===== src/rtl/bridge_pkg.sv =====
// Shared widths, window descriptor and address-decode helper
// for the host-to-endpoint bridge decoder.
package bridge_pkg;

  localparam int BRIDGE_AW = 32;
  localparam int BRIDGE_DW = 32;

  localparam logic [BRIDGE_DW-1:0] BRIDGE_MISS_DATA = 32'hDEAD_BEEF;

  typedef struct packed {
    logic [BRIDGE_AW-1:0] base;
    logic [BRIDGE_AW-1:0] mask;
  } bridge_window_t;

  function automatic logic window_hit(
    input logic [BRIDGE_AW-1:0] addr,
    input bridge_window_t       win
  );
    return (addr & win.mask) == win.base;
  endfunction

endpackage


===== src/rtl/bridge_rd_pipe.sv =====
// Fixed-depth delay line carrying {valid, hit, sel} of each
// decoded read toward the return-data mux.
module bridge_rd_pipe #(
  parameter int SEL_W = 2,
  parameter int DEPTH = 1
) (
  input  logic             clk,
  input  logic             reset,
  input  logic             vld_i,
  input  logic             hit_i,
  input  logic [SEL_W-1:0] sel_i,
  output logic             vld_o,
  output logic             hit_o,
  output logic [SEL_W-1:0] sel_o
);

  localparam int E_W = SEL_W + 2;

  logic [E_W-1:0]            push_d;
  logic [DEPTH-1:0][E_W-1:0] line_q;

  assign push_d = {vld_i, hit_i, sel_i};
  assign {vld_o, hit_o, sel_o} = line_q[DEPTH-1];

  if (DEPTH > 1) begin : g_shift
    always_ff @(posedge clk or posedge reset) begin
      if (reset) begin
        line_q <= '0;
      end else begin
        line_q <= {line_q[DEPTH-2:0], push_d};
      end
    end
  end else begin : g_single
    always_ff @(posedge clk or posedge reset) begin
      if (reset) begin
        line_q <= '0;
      end else begin
        line_q <= push_d;
      end
    end
  end

endmodule


===== src/rtl/bridge_decoder.sv =====
// Shares one host bridge port among N_DEV endpoints: one decode
// stage, broadcast addr/data, pipelined read return, miss counter.
module bridge_decoder
  import bridge_pkg::*;
#(
  parameter int N_DEV = 4,
  parameter logic [N_DEV-1:0][BRIDGE_AW-1:0] BASE = {
    32'h8300_0000, 32'h8200_0000, 32'h8100_0000, 32'h8000_0000
  },
  parameter logic [N_DEV-1:0][BRIDGE_AW-1:0] MASK = {N_DEV{32'hFF00_0000}},
  parameter int RD_LATENCY = 1,
  parameter logic [BRIDGE_DW-1:0] MISS_DATA = BRIDGE_MISS_DATA
) (
  input  logic                            clk,
  input  logic                            reset,
  input  logic [BRIDGE_AW-1:0]            host_addr,
  input  logic                            host_wr,
  input  logic [BRIDGE_DW-1:0]            host_wr_data,
  input  logic                            host_rd,
  output logic [BRIDGE_DW-1:0]            host_rd_data,
  output logic [N_DEV-1:0][BRIDGE_AW-1:0] dev_addr,
  output logic [N_DEV-1:0]                dev_wr,
  output logic [N_DEV-1:0][BRIDGE_DW-1:0] dev_wr_data,
  output logic [N_DEV-1:0]                dev_rd,
  input  logic [N_DEV-1:0][BRIDGE_DW-1:0] dev_rd_data,
  output logic                            miss_pulse,
  output logic [15:0]                     miss_count
);

  localparam int SEL_W = (N_DEV > 1) ? $clog2(N_DEV) : 1;

  logic                 hit_d, hit_q;
  logic [SEL_W-1:0]     sel_d, sel_q;
  logic                 miss_d, miss_q;
  logic [15:0]          cnt_d, cnt_q;
  logic [BRIDGE_AW-1:0] addr_q;
  logic [BRIDGE_DW-1:0] wr_data_q;
  logic                 wr_q, rd_q;
  logic [BRIDGE_DW-1:0] rd_data_d, rd_data_q;
  logic                 pipe_vld, pipe_hit;
  logic [SEL_W-1:0]     pipe_sel;

  // Descending scan so the lowest matching index wins on overlap.
  always_comb begin
    hit_d = 1'b0;
    sel_d = '0;
    for (int i = N_DEV - 1; i >= 0; i--) begin
      if (window_hit(host_addr,
                     bridge_window_t'{base: BASE[i], mask: MASK[i]})) begin
        hit_d = 1'b1;
        sel_d = SEL_W'(i);
      end
    end
  end

  assign miss_d = (host_wr | host_rd) & ~hit_d;
  assign cnt_d  = (miss_d && cnt_q != 16'hFFFF) ? cnt_q + 16'd1 : cnt_q;

  always_ff @(posedge clk or posedge reset) begin
    if (reset) begin
      addr_q    <= '0;
      wr_data_q <= '0;
      wr_q      <= 1'b0;
      rd_q      <= 1'b0;
      hit_q     <= 1'b0;
      sel_q     <= '0;
      miss_q    <= 1'b0;
      cnt_q     <= '0;
      rd_data_q <= '0;
    end else begin
      addr_q    <= host_addr;
      wr_data_q <= host_wr_data;
      wr_q      <= host_wr;
      rd_q      <= host_rd;
      hit_q     <= hit_d;
      sel_q     <= sel_d;
      miss_q    <= miss_d;
      cnt_q     <= cnt_d;
      rd_data_q <= rd_data_d;
    end
  end

  always_comb begin
    dev_addr    = '0;
    dev_wr_data = '0;
    dev_wr      = '0;
    dev_rd      = '0;
    for (int i = 0; i < N_DEV; i++) begin
      dev_addr[i]    = addr_q;
      dev_wr_data[i] = wr_data_q;
      dev_wr[i]      = wr_q & hit_q & (sel_q == SEL_W'(i));
      dev_rd[i]      = rd_q & hit_q & (sel_q == SEL_W'(i));
    end
  end

  bridge_rd_pipe #(
    .SEL_W (SEL_W),
    .DEPTH (RD_LATENCY)
  ) u_rd_pipe (
    .clk   (clk),
    .reset (reset),
    .vld_i (rd_q),
    .hit_i (hit_q),
    .sel_i (sel_q),
    .vld_o (pipe_vld),
    .hit_o (pipe_hit),
    .sel_o (pipe_sel)
  );

  // Return data holds between reads; only a completing read updates it.
  always_comb begin
    rd_data_d = rd_data_q;
    if (pipe_vld) begin
      rd_data_d = pipe_hit ? dev_rd_data[pipe_sel] : MISS_DATA;
    end
  end

  assign host_rd_data = rd_data_q;
  assign miss_pulse   = miss_q;
  assign miss_count   = cnt_q;

endmodule

===== config.mk =====
export PLATFORM = sky130hd
export DESIGN_NAME = bridge_decoder
export DESIGN_NICKNAME = d
export VERILOG_FILES = /design/src/rtl/bridge_pkg.sv /design/src/rtl/bridge_rd_pipe.sv /design/src/rtl/bridge_decoder.sv
export SDC_FILE = /design/constraint.sdc
export NUM_CORES = 1
export LEC_CHECK = 0
export ABC_AREA = 1
export CORE_AREA = 2 2 197 199
export CTS_BUF_LIST = sky130_fd_sc_hd__clkbuf_4
export DETAILED_ROUTE_END_ITERATION = 6
export DIE_AREA = 0 0 199 201
export GPL_TIMING_DRIVEN = 0
export PLACE_DENSITY = 0.59
export SYNTH_ARGS = -nofsm -noshare
export SYNTH_HDL_FRONTEND = slang
export SYNTH_SLANG_ARGS = --single-unit

===== constraint.sdc =====
create_clock -name clk -period 8 [get_ports clk]
set_input_delay 1.2 -clock clk [delete_from_list [all_inputs] [get_ports clk]]
set_output_delay 1.2 -clock clk [all_outputs]
set_load 0.02 [all_outputs]

* Yosys cells after proc, flatten, opt, wreduce, memory -nomap -nowiden
Index checks and enable logic that the tools add are counted.
** Word-level totals
- Bits in registers :: 122
- Input bits :: 196
- Output and inout bits :: 313
- Word-level logic and storage cells :: 46
** Cells by class
- Add/sub/neg operators :: 1
- Order comparisons :: 1
- Eq/ne operators :: 8
- Muxes and demuxes :: 11
- Bitwise operators :: 13
- Reductions and logical operators :: 2
** Operator list (count)
- $bmux W32 S2 :: 1
- $mux W32 :: 2
- $eq A8 B8 Y1 const B :: 4
- $add A16 B1 Y16 const B :: 1
- $ne A16 B16 Y1 const B :: 1
- $and A1 B1 Y1 :: 11
- $mux W2 :: 4
- $eq A2 B2 Y1 const B :: 2
- $mux W1 :: 4
- $lt A2 B3 Y1 const B :: 1
- $eq A2 B1 Y1 const B :: 1
- $logic_not A2 Y1 :: 1
- $logic_and A1 B1 Y1 :: 1
- $not A1 Y1 :: 1
- $or A1 B1 Y1 :: 1

* Longest topological paths before layout
Gate-level depths: netlist of run 1.
- Depth in word-level cells :: 8
- Gate-level depth with buffers :: 10
- Mapped depth without buffers :: 9

* Modules after synthesis
Synthesis of run 1 repeated with hierarchy kept, for this count alone.
** Unflattened totals
- Cells, all modules :: 760
- Area total of the unflattened synthesis :: 6552.5 µm²
** Modules (own cells, without submodules)
- bridge_decoder :: instances 1, cells each 755, area each 6448.7 µm², sequential area each 2952.8 µm²
- bridge_rd_pipe :: instances 1, cells each 5, area each 103.8 µm², sequential area each 100.1 µm²

* Worst setup path after synthesis of run 1
Ideal clock, no wire load.
- Path kind :: register to output
- Start :: register sel_q[1]
- End :: output dev_rd[3]
- Arrival :: 0.989 ns
- Path slack :: 5.811 ns
- Stages on the path, launching flop included :: 3
- Buffers on the path :: 0
- Path through :: dfrtp_1 -> inv_1 -> nor3_1
** Between the ends
- Cells in the longest elaborated chain, start to end :: 2
** RTL lines
- start: declaration :: RTL line bridge_decoder.sv:33 : logic [SEL_W-1:0] sel_d, sel_q;
- start signal: assignment :: RTL line bridge_decoder.sv:76 : sel_q <= sel_d;
- $eq A2 B2 Y1 :: RTL line bridge_decoder.sv:92 : dev_rd[i] = rd_q & hit_q & (sel_q == SEL_W'(i));
- $and A1 B1 Y1 :: RTL line bridge_decoder.sv:92
- end: declaration :: RTL line bridge_decoder.sv:24 : output logic [N_DEV-1:0] dev_rd,
Every way passes these cells.

* Final worst setup path of run 1
- Start :: register sel_q[0]
- End :: output dev_rd[1]
** Between the ends
- Cells in the longest elaborated chain, start to end :: 2
** RTL lines (RTL line)
- $eq A2 B1 Y1 :: bridge_decoder.sv:92
- $and A1 B1 Y1 :: bridge_decoder.sv:92
Every way passes these cells.

==> results.md, run 1 <==
* Status: finished, final reports clean
* Pin count of the biggest net entering global routing at 63
* First-pass GRT wire length at ~43 mm
* Root Driver: clkbuf_4
* Total track usage at 14.3%
* Pins over their slew limit at 0
* 1st-pass router iterations at 4
* Crit path max fanout at 6
* Clock transition at path regs at between 0.1 and 0.15 ns
* Yosys top cell area share at a little under half
* Net Sw Frac at about 33%
* Initial DRC Count at 274
* Setup Skew at 0.0163 ns
* Synth warn at 0
* Initial antenna violation count at 1
* CP arrival at 2.03 ns
* Max stage delay on crit path at 0.65 ns
* CTS Hold Bufs at 0
* Post-route ant nets at 0
* Flop pwr share at 42.2%
* Setup violations, final at 0
* Die area at 40000 sq um
* Max stage delay cell, worst path: clkdlybuf4s50_1
* Vias in the first global route at 7103
* DR vias/cell at 3.77
* Slew headroom at 45.4%
* Fin crit period at 3.23 ns
* Netlist cell types at 26
* Seq/Total Area, Yosys at between 40% and 50%
* Crit path launch type: flop
* Syn Area/Cell at between 8 and 9 sq um
* Transition time of the tightest slew-check pin at slightly above 0.8 ns
* Total gr overflow at 0
* Placer congestion estimate at about 0.82
* Post-synth top cells: buf_4 (194), dfrtp_1 (122), nor2_1 (107)
* Initial Utilization at 17.3%
* Resize count post-CTS at 0
* Setup TNS at 0 ns
* Yosys top cell by area: dfrtp_1
* Final #Nets at 1493
* TritonCTS Buffers at 17
* Cell Rows at 72
* Seq cells post-synth at about 120
* R2R Path Start: u_rd_pipe.line_q[0]
* Routed WL per cell at 15.9 microns
* Critical Path, Cell by Cell: inv_1, nor3_1, clkdlybuf4s50_1
* Crit end category: output port
* Hold path startpoint: rd_q
* Fraction of registers with async set/reset at 100%
* Clk Latency, worst-skew pair at about 0.58 ns
* Number of remaining DRC errors at 0
* Comb pwr share at between 30% and 40%
* Total clock sinks at roughly 120
* Net Count, Synth at around 970
* Clk network pwr share at 25.4%
* CTS tree: built
* Fmax at around 310 MHz
* Syn Inst Count at between 700 and 800
* Post-CTS Setup Inserts at 0
* P_leak at 0.00525 uW
* Die height at 201 microns
* # IOs at 509
* Ant. Diodes at 0
* Detailed Route WL at 29.1 mm
* P&R area growth vs syn at 91.3%
* Share of cells above drive strength 1 at 19.4%
* Placed insts at about 1.8k
* Die width at 199 microns
* Worst Hold Class: reg -> reg
* H-tree depth at 4
* Power density over the cells at 133 nW/um^2
* CTS max path bufs at 2
* Max Cap Violations at 0
* Final Non-Filler Cells at between 1.5k and 2k
* Area of the core at 38100 sq um
* Via count at 6885
* Setup CP Type: reg -> out
* Max rail drop VDD at 0.144 mV
* RSZ-0062 raised after global routing: no
* Net switching power at 559 uW
* DP HPWL at 23.4 mm
* Most common cell in the synthesized netlist: buf_4
* Final hold viol count at 0
* Port Buffer Count at roughly 510
* Crit path launch: sel_q[0]
* Worst Path Required at just under 7 ns
* Main synth FF type: dfrtp_1
* Period utilization at 40.4%
* Number of synthesized flops with an enable pin at 0
* Internal at roughly 1100 uW
* Post-Syn Area at 6590 sq um
* Area contributors post-synth: dfrtp_1 (46%), buf_4 (22%), nor2_1 (6.1%), nand2_1 (5.2%), o21ai_0 (4.2%)
-- area by class of cell --
cell class / count / area [sq um]
Multi-Input combinational cell: 368 / 1740
Tap cell: 518 / 648
Clock inverter: 15 / 129
Fill cell: 3975 / 25500
Timing Repair Buffer: 509 / 5110
Buffer: 220 / 1590
Inverter: 58 / 223
Sequential cell: 122 / 3050
Clock buffer: 17 / 128
-- kinds of logic (layout without fill, tap and decap cells) --
family | count (synthesis) | in the layout | synth area share (%)
DFF | 122 | 122 | 46.3
xor gates and xnor gates | 4 | 4 | 0.531
and+or+nand+nor | 228 | 228 | 14.1
adders and majority gates | 1 | 1 | 0.190
AOI/OAI and AO/OA | 135 | 135 | 11.5
buffers and inverters | 278 | 819 | 27.4
-- metrics by stage --
stage          setup WS, ns  cell area [sq um]  hold slack [ns]  total power (uW)  utilization, %
2_1_floorplan          3.56               6590            0.354               956               -
3_3_place_gp           1.32              12300            0.380              1260            32.3
3_5_place_dp           5.35              12400            0.390              1260            32.4
4_1_cts                4.62              12600            0.419              1710            33.1
5_1_grt                4.52              12600            0.430              1770            33.1
6_report               4.77              12600            0.404              1670            33.1
-- worst paths after layout --
check	end	depth (start not counted)	slack (ns)
worst max-delay path	dev_rd[1]	3	4.77
worst min-delay path	u_rd_pipe.line_q[3]	0	0.40
worst max register to register	host_rd_data[0]	6	6.05
worst min register to register	u_rd_pipe.line_q[3]	0	0.40
max in group asynchronous	addr_q[23]	3	6.20
min in group asynchronous	addr_q[22]	2	1.06
-- sequential cells by signal (all words and copies together), names as in the netlist --
name	flops
rd_q	1
host_rd_data	32
addr_q	32
miss_pulse	1
wr_data_q	32
sel_q	2
hit_q	1
u_rd_pipe.line_q	4
miss_count	16
wr_q	1
-- cells in the final DEF (no fill, tap or decap), drive strengths merged, types with 7 or more instances in the layout --
master,count
dfrtp,122
clkinv,7
o22ai,8
buf,207
o21ai,103
o211ai,24
inv,59
clkdlybuf4s50,508
nand2,95
clkbuf,31
nand3,8
nor2,110
nor3,8
-- power by group through the flow --
| stage | clock (uW) | sequential [uW] | combinational [uW] |
|---|---|---|---|
| final | 425 | 705 | 542 |
| after global routing | 481 | 713 | 579 |
| after CTS | 460 | 706 | 549 |
| after detailed placement | 0 | 717 | 547 |
| after global placement | 0 | 716 | 540 |
| after floorplan | 0 | 744 | 212 |
-- critical path: cells and delay by family, from the launching register on --
| kind | cells | cell delay, ns |
|---|---|---|
| DFF | 1 | 0.48 |
| buffers and inverters | 2 | 0.77 |
| and+or+nand+nor | 1 | 0.21 |
-- metal layers --
metal	part of all wire [%]	vias up	track usage (%)
met3	7.1	22	4.13
met4	1.2	2	3.57
li1	-	3311	-
met2	51	288	25.8
met1	40	3262	16.6
met5	0.045	-	0
Power figures use the tool's default switching activity.
==> run 2: changes to the inputs <==
Settings changed: CORE_AREA 2 2 197 199 to 2 2 199 201, DIE_AREA 0 0 199 201 to 0 0 201 203.
Clock period 8 ns to 3.2 ns, I/O delays scaled along.
==> run 2 against run 1 <==
Net effect:
- power rose to 2.6 times the previous value
- core utilization fell by 0.16 points
- register-to-register slack got worse by 4.9 ns
- via count barely moved
- non-clock buffer count rose by 2
- hold slack got worse by 0.16 ns
- combinational power rose to 2.5 times the previous value
- cell count rose by 0.11%
- final area rose by 0.46%
- die area rose by 2.0%
- clock power rose to 2.8 times the previous value
- critical endpoint is now dev_rd[3]
- largest cell class unchanged
- highest routed layer is now met4
==> results.md, run 2 (synthesis results as in run 1) <==
* CTS Hold Bufs at 0
* WHS at 0.242 ns
* Die height at 203 microns
* Placer congestion estimate at 0.867
* Worst Hold Class: in -> async
* Post-CTS Setup Inserts at 0
* Met2 wire length at 15.5 mm
* Setup ws final at around 0.64 ns
* CTS max path bufs at 2
* # IOs at 509
* Share of cells above drive strength 1 at 19.3%
* Commonest non-fill, non-tap cell in the layout: clkdlybuf4s50_1
* Fmax at ~400 MHz
* Pin count of the biggest net entering global routing at 39
* Die width at 201 microns
* Period utilization at 80.0%
* DR vias/cell at between 3 and 4
* Final #Nets at roughly 1.5k
* Crit path max fanout at 6
* Routed WL per cell at about 17 microns
* Root Driver: clkbuf_4
* Total track usage at between 10 and 15%
* Initial Utilization at 17.1%
* Net switching power at 1340 uW
* Power density over the cells at 339 nW/um^2
* Max Cap Violations at 0
* Post-route ant nets at 0
* Met1 wire length at 12.4 mm
* Transition time of the tightest slew-check pin at 0.862 ns
* Port Buffer Count at about 510
* Total clock sinks at roughly 120
* Reg-to-reg setup timing slack at 1.14 ns
* Number of remaining DRC errors at 0
* Net Sw Frac at roughly 31%
* Clock transition at path regs at between 0.1 and 0.15 ns
* Pre-CTS WS at 1.14 ns
* CTS tree: built
* Max rail drop VDD at a little under 0.3 mV
* Internal at just under 3000 uW
* P&R area growth vs syn at 92.2%
* Die area at between 40000 and 50000 sq um
* Pins over their slew limit at 0
* P_leak at 0.00528 uW
* Slew headroom at 42.5%
* Crit path launch type: flop
* Initial DRC Count at 270
* CP arrival at 2.08 ns
* Comb pwr share at about a third
* Via count at 6887
* Worst Path Required at 2.72 ns
* Vias in the first global route at 6964
* Resize count post-CTS at 0
* Cell Rows at between 70 and 80
* Initial antenna violation count at 2
* First-pass GRT wire length at 43.9 mm
* Setup Skew at around 0.028 ns
* Crit end category: output port
* Reg2reg end: host_rd_data[11]
* Flop pwr share at 41.1%
* Setup violations, final at 0
* DP HPWL at 24.9 mm
* TritonCTS Buffers at 17
* Highest metal used: met4
* R2R Path Start: u_rd_pipe.line_q[1]
* Clk network pwr share at 27.2%
* Detailed Route WL at 30.3 mm
* Final hold viol count at 0
* Area of the core at 38500 sq um
* Fin crit period at 2.56 ns
* Status: finished, final reports clean
* RSZ-0062 raised after global routing: no
* Worst Reg-to-Reg Cells at 6
* H-tree depth at 4
* Total gr overflow at 0
* Clk Latency, worst-skew pair at 0.60 ns
* Commonest cells after routing, fill and taps aside: clkdlybuf4s50_1 (508), buf_4 (194), dfrtp_1 (122), nor2_1 (107), nand2_1 (92)
* DR WL met3 at 1.70 mm
* Setup CP Type: reg -> out
* 1st-pass router iterations at 4
## run 2: cell types whose count changed in the layout (fill, tap and decap cells not counted)
cell,change
inv_6,-2
clkinv_1,+1
clkinvlp_4,-3
buf_16,-1
buf_12,+3
clkbuf_4,+3
clkinv_4,-3
diode_2,+2
bufinv_16,+2
## run 2: worst max path at each step
stage                                    from                to  slack, ns  cells after the start
after floorplan                         reset         addr_q[0]       1.22                      1
final                                sel_q[1]         dev_rd[3]       0.64                      3
after CTS                            sel_q[1]         dev_wr[3]       0.52                      3
after global routing                 sel_q[1]         dev_wr[3]       0.40                      3
after global placement                  reset        addr_q[23]      -0.21                      2
after detailed placement  u_rd_pipe.line_q[1]  host_rd_data[11]       1.14                      6
## run 2: worst max-delay path, stage by stage, from the launching register on
cell             delay, ns
dfrtp_1               0.48
inv_1                 0.13
nor3_1                0.24
clkdlybuf4s50_1       0.66
## run 2: area by class of cell
type	count	area [sq um]
Clock buffer	20	150
Inverter	58	221
Sequential cell	122	3050
Fill cell	4048	25800
Multi-Input combinational cell	368	1740
Antenna cell	2	5.00
Clock inverter	10	128
Tap cell	518	648
Timing Repair Buffer	511	5140
Buffer	220	1590
## run 2: power groups by stage
stage               Combinational (uW)  Sequential, uW  Clock [uW]
finish                            1360            1770        1170
floorplan                          530            1860           0
global placement                  1350            1790           0
detailed placement                1370            1800           0
global route                      1450            1790        1310
CTS                               1380            1770        1240
## run 2: layer usage
| metal | GRT usage (%) | vias to the layer above |
|---|---|---|
| li1 | - | 3312 |
| met1 | 17.2 | 3252 |
| met2 | 25.5 | 283 |
| met3 | 3.85 | 40 |
| met4 | 4.76 | 0 |
| met5 | 0 | - |
## run 2: per-stage QoR
step	instance area, sq um	power (uW)	cells	utilization (%)	TNS, ns
floorplan	6600	2390	768	-	0
global placement	12300	3140	1794	32.1	-23.30
detailed placement	12400	3170	1797	32.2	0
CTS	12700	4390	1827	32.9	0
global route	12700	4540	1828	32.9	0
finish	12700	4300	1829	32.9	0
